<file path="config.mk">
export PLATFORM = sky130hd
export DESIGN_NAME = sram_lane_ctrl
export DESIGN_NICKNAME = d
export VERILOG_FILES = /design/src/rtl/sram_lane_ctrl.sv
export SDC_FILE = /design/constraint.sdc
export NUM_CORES = 2
export LEC_CHECK = 0
export BUFFER_PORTS_ARGS = -buffer_cell sky130_fd_sc_hd__buf_4
export CORE_UTILIZATION = 45
export CTS_CLUSTER_SIZE = 16
export DETAILED_ROUTE_END_ITERATION = 12
export SKIP_CTS_REPAIR_TIMING = 1
export SLEW_MARGIN = 40
export SYNTH_ARGS = -nofsm -noshare
export SYNTH_HDL_FRONTEND = slang
export SYNTH_SLANG_ARGS = --single-unit
</file>
<file path="constraint.sdc">
create_clock -name clk -period 4.2 [get_ports clk]
set_input_delay 1.05 -clock clk [delete_from_list [all_inputs] [get_ports clk]]
set_output_delay 1.05 -clock clk [all_outputs]
set_load 0.01 [all_outputs]
</file>
<file path="src/rtl/sram_lane_ctrl.sv">
// sram_lane_ctrl: lane-banked row memory with self-clear on reset/request
// and a fixed-latency read pipeline.
module sram_lane_ctrl #(
  parameter int DATA_W    = 32,
  parameter int NUM_LANES = 2,
  parameter int DEPTH     = 100,
  parameter int RD_LAT    = 1,
  localparam int ADDR_W   = $clog2(DEPTH),
  localparam int LANE_W   = DATA_W / NUM_LANES
) (
  input  logic                 clk,
  input  logic                 rst_n,
  input  logic                 mem_en,
  input  logic                 rd_req,
  input  logic                 wr_req,
  input  logic [ADDR_W-1:0]    address,
  input  logic [DATA_W-1:0]    wr_data_in,
  input  logic [NUM_LANES-1:0] wr_lane_en,
  input  logic                 clear_req,
  output logic                 req_ready,
  output logic                 busy,
  output logic                 rd_data_val,
  output logic [DATA_W-1:0]    rd_data,
  output logic                 err_addr
);

  if (DATA_W % NUM_LANES != 0) begin : g_bad_lanes
    $error("DATA_W must be a multiple of NUM_LANES");
  end
  if (RD_LAT < 1 || RD_LAT > 4) begin : g_bad_lat
    $error("RD_LAT must be in 1..4");
  end

  typedef enum logic {CLEAR, RUN} state_t;

  state_t              state;
  logic [ADDR_W-1:0]   clr_cnt;
  logic [LANE_W-1:0]   mem [NUM_LANES][DEPTH];
  logic                in_range;
  logic                req;
  logic                acc_rd;
  logic                acc_wr;
  logic                bad;
  logic [DATA_W-1:0]   rd_row;
  logic [RD_LAT-1:0]   pv;
  logic [DATA_W-1:0]   pd [RD_LAT];

  assign in_range = {1'b0, address} < (ADDR_W+1)'(DEPTH);
  assign req      = req_ready & mem_en & (rd_req | wr_req);
  assign acc_rd   = req & in_range & rd_req;
  assign acc_wr   = req & in_range & wr_req;
  assign bad      = req & ~in_range;

  // Write-first: enabled lanes of a same-cycle write bypass the array.
  always_comb begin
    rd_row = '0;
    for (int i = 0; i < NUM_LANES; i++) begin
      if (acc_wr && wr_lane_en[i])
        rd_row[i*LANE_W +: LANE_W] = wr_data_in[i*LANE_W +: LANE_W];
      else if (in_range)
        rd_row[i*LANE_W +: LANE_W] = mem[i][address];
    end
  end

  always_ff @(posedge clk) begin
    if (rst_n) begin
      for (int i = 0; i < NUM_LANES; i++) begin
        if (state == CLEAR)
          mem[i][clr_cnt] <= '0;
        else if (acc_wr && wr_lane_en[i])
          mem[i][address] <= wr_data_in[i*LANE_W +: LANE_W];
      end
    end
  end

  always_ff @(posedge clk) begin
    if (!rst_n) begin
      state     <= CLEAR;
      clr_cnt   <= '0;
      busy      <= 1'b1;
      req_ready <= 1'b0;
      err_addr  <= 1'b0;
      pv        <= '0;
      for (int k = 0; k < RD_LAT; k++) pd[k] <= '0;
    end else begin
      unique case (state)
        CLEAR: begin
          clr_cnt <= clr_cnt + 1'b1;
          if (clr_cnt == ADDR_W'(DEPTH - 1)) begin
            state     <= RUN;
            clr_cnt   <= '0;
            busy      <= 1'b0;
            req_ready <= 1'b1;
          end
        end
        RUN: begin
          if (clear_req) begin
            state     <= CLEAR;
            clr_cnt   <= '0;
            busy      <= 1'b1;
            req_ready <= 1'b0;
          end
        end
      endcase
      err_addr <= bad;
      // Data stages only load on valid so the tail holds the last read.
      pv[0] <= acc_rd;
      if (acc_rd) pd[0] <= rd_row;
      for (int k = 1; k < RD_LAT; k++) begin
        pv[k] <= pv[k-1];
        if (pv[k-1]) pd[k] <= pd[k-1];
      end
    end
  end

  assign rd_data_val = pv[RD_LAT-1];
  assign rd_data     = pd[RD_LAT-1];

endmodule

</file>
==> results_dict.tcl <==
set metrics [dict create \
    regToRegStartpoint "req_ready" \
    floorplan.rows 211 \
    critical_path_peak_fanout 29 \
    worst_path_dominant_cell_family "compound AO/OA/AOI/OAI gates" \
    grt_overflow 0 \
    grt_antenna_before_repair 11 \
    dp_hpwl_um 284900 \
    globalRouteTotalUtil_pct 26.99 \
    first_global_vias 91270 \
    max_capacitance_violation_count 0 \
    tritoncts_clock_tree "built" \
    route.detailed.vias_per_inst 5.869 \
    stdcell_area_um2 170300 \
    multi_input_area_um2 48750 \
    most_repeated_cell_in_the_gate_level_netlist_after_synthesis "sky130_fd_sc_hd__edfxtp_1" \
    min_clock_period_post_route_ns 3.305 \
    io-pin-count 83 \
    average_cell_area_after_synthesis_um2 13.55 \
    powerDensity_nw_per_um2 398.2 \
    synth-warning-count 0 \
    remaining_drc_errors 0 \
    cts_buffers 349 \
    fin_skew_ns 0.05167 \
    cts.path.max_buffers 4 \
    design.final.nets 11260 \
    yosysTopAreaCellShare_pct 65.02 \
    die_height_um 577.9 \
    syn-num-nets 11060 \
    area_delta_synth_final_pct 14.09 \
    wire_length_of_the_first_global_routing_pass_um 654100 \
    yosys-top-cells-area "sky130_fd_sc_hd__edfxtp_1 (65%), sky130_fd_sc_hd__and2_1 (13%), sky130_fd_sc_hd__mux2i_1 (10%)" \
    type_of_destination_of_the_critical_path "register" \
    fin_util_pct 51.56 \
    crit_slowest_cell "sky130_fd_sc_hd__o21ai_0" \
    crit_path_cell_trace "buf_4 -> nand2b_4 -> buf_12 -> buf_12 -> buf_12 -> o22ai_1 -> o21ai_0 -> nand4_1 -> a21oi_1 -> a21oi_1" \
    port_buffers 82 \
    post_synth_inst_count 11020 \
    antenna_left 0 \
    period_share_pct 78.69 \
    drt-total-wl_um 459300 \
    timing.final.hold_violations 0 \
    worst_path_most_repeated_cell "sky130_fd_sc_hd__buf_12" \
    num_vias 93030 \
    critPathKind "in -> reg" \
    dieArea_um2 334000 \
    synth.top_cells.by_count "sky130_fd_sc_hd__edfxtp_1 (3232), sky130_fd_sc_hd__and2_1 (3208), sky130_fd_sc_hd__mux2i_1 (1536), sky130_fd_sc_hd__o22ai_1 (972), sky130_fd_sc_hd__clkbuf_1 (871)" \
    ys_seq_area_share_pct 65.18 \
    synth_edf_count 3232 \
    power.total_mw 67.82 \
    synthesis.area_um2 149300 \
    ir_worst_vdd_mv 0.3471 \
    firstDrtPassIters 8 \
    design.core.area_um2 330300 \
    post_synthesis_sequential_element_count 3244 \
    final_max_slew_violation_count 0 \
    post_dp_cell_area_um2 159700 \
    worst_slew_pin_slew_ns 0.9101 \
    globalplace.congestion 0.8890 \
    required_ns 4.88 \
    synth_area_leader_cell "sky130_fd_sc_hd__edfxtp_1" \
    drt-wirelength-per-cell_um 28.98 \
    finalSetupViolCount 0 \
    layout-drive-gt1-share_pct 14.81 \
    synth-async-reset-ratio_pct 0 \
    status "completed" \
    min_setup_slack_post_route_ns 0.8951 \
    clk-insertion-delay-late_ns 0.95 \
    synth_top_flop_cell "sky130_fd_sc_hd__edfxtp_1" \
    cts_htree_levels 5 \
    hold_path_class "in -> reg" \
    numClockSinks 3244 \
    worst_hold_path_startpoint "mem_en" \
    layoutNonFillerInstCount 15850 \
    achievable-frequency_mhz 302.6 \
    power.static_leakage_nw 61.95 \
    worst_path_largest_cell_delay_ns 0.55 \
    fillers 27500 \
    critical_path.startpoint "address[2]" \
    grt_setup_unrepaired "no" \
    worst_slew_margin_rel_pct 39.32 \
    crit_buf_inv 4 \
    initial_utilization_pct 45.20 \
    numPlacedInstances 15220 \
    detail_route.iter0.violations 11090 \
    die_w_um 577.9 \
    pin_count_of_the_biggest_net_entering_global_routing 84 \
    clk_pin_slew_worst_paths_ns 0.06 \
    cp.arrival_ns 3.99 \
    dpl_worst_slack_ns -0.01735 \
    synthDistinctLibCells 45 \
    cts-root-buf "sky130_fd_sc_hd__clkbuf_16" \
    layout.area.seq_um2 97290 \
    timing.critical_path.from_type "input pin" \
]
sequential cells by signal, summed over array words and instances (netlist names):
| signal | flops |
|---|---|
| mem | 3200 |
| pd | 32 |
| clr_cnt | 7 |
| busy | 1 |
| err_addr | 1 |
| rd_data_val | 1 |
| req_ready | 1 |
| state | 1 |
worst reg2reg max path: cells and delay by family (launching register included):
family | cells | cell delay (ns)
and+or+nand+nor | 3 | 0.96
DFF | 1 | 0.46
buffers and inverters | 2 | 0.63
AOI/OAI and AO/OA | 2 | 0.51
cells in the final DEF (no fill, tap or decap), types with 54 or more instances in the layout:
| master | synthesis | layout |
|---|---|---|
| sky130_fd_sc_hd__and2_1 | 3208 | 3207 |
| sky130_fd_sc_hd__buf_4 | 1 | 802 |
| sky130_fd_sc_hd__nand4_1 | 68 | 68 |
| sky130_fd_sc_hd__o22ai_1 | 972 | 837 |
| sky130_fd_sc_hd__a21oi_1 | 66 | 66 |
| sky130_fd_sc_hd__buf_12 | 0 | 99 |
| sky130_fd_sc_hd__o21ai_0 | 418 | 416 |
| sky130_fd_sc_hd__clkbuf_1 | 871 | 103 |
| sky130_fd_sc_hd__mux2i_1 | 1536 | 1536 |
| sky130_fd_sc_hd__edfxtp_1 | 3232 | 3232 |
| sky130_fd_sc_hd__nor2_4 | 60 | 63 |
| sky130_fd_sc_hd__o22ai_2 | 0 | 135 |
| sky130_fd_sc_hd__nor2_1 | 112 | 109 |
| sky130_fd_sc_hd__clkbuf_16 | 0 | 356 |
| sky130_fd_sc_hd__clkinv_1 | 0 | 63 |
| sky130_fd_sc_hd__clkinv_2 | 0 | 54 |
stage by stage:
step                TNS (ns)  hold WS [ns]
floorplan                  0        0.5105
global placement    -0.04219        0.5608
detailed placement  -0.01735        0.5961
CTS                        0        0.4614
global route               0        0.5068
finish                     0        0.5293
report_power, final:
| part | internal, mW | switching [mW] | total, mW |
|---|---|---|---|
| sequential | 35.1 | 0.0370 | 35.2 |
| combinational | 1.04 | 2.47 | 3.51 |
| clock | 16.3 | 12.8 | 29.1 |
| total | 52.5 | 15.3 | 67.8 |
layout make-up:
type                       instances  area share (%)
multi-input combinational       6691           28.63
antenna                           14         0.02057
sequential                      3244           57.13
tap                             4366           3.208
timing repair buffer             914           4.814
clock inverter                   154          0.7083
inverter                           8         0.01763
clock buffer                     461           5.474
final timing paths:
| check | cells past startpoint | endpoint | slack (ns) |
|---|---|---|---|
| worst max-delay path | 10 | pd[0][15] | 0.90 |
| worst min-delay path | 3 | err_addr | 0.53 |
| worst max register to register | 7 | mem[1][1520] | 1.32 |
| worst min register to register | 2 | busy | 0.60 |
layer usage:
layer	share of wire, %	vias to the layer above	GRT usage [%]
met4	3.8	0	10.06
met1	41	47580	37.60
met2	47	4031	43.03
met3	8.0	753	3.829
li1	-	40660	-
met5	0	-	0
cell families (layout without fill, tap and decap cells):
group           Yosys count  after routing  share of synthesized area [%]
compound gates         1526           1526                          6.143
xor+xnor                  3              3                        0.01761
fa+ha+maj                 1              1                       0.008381
buf+inv                1081           1537                          2.852
flops                  3244           3244                          65.18
mux                    1569           1569                          10.79
other cells               0             14                              0
simple gates           3592           3592                          15.01
Power figures use the tool's default switching activity.
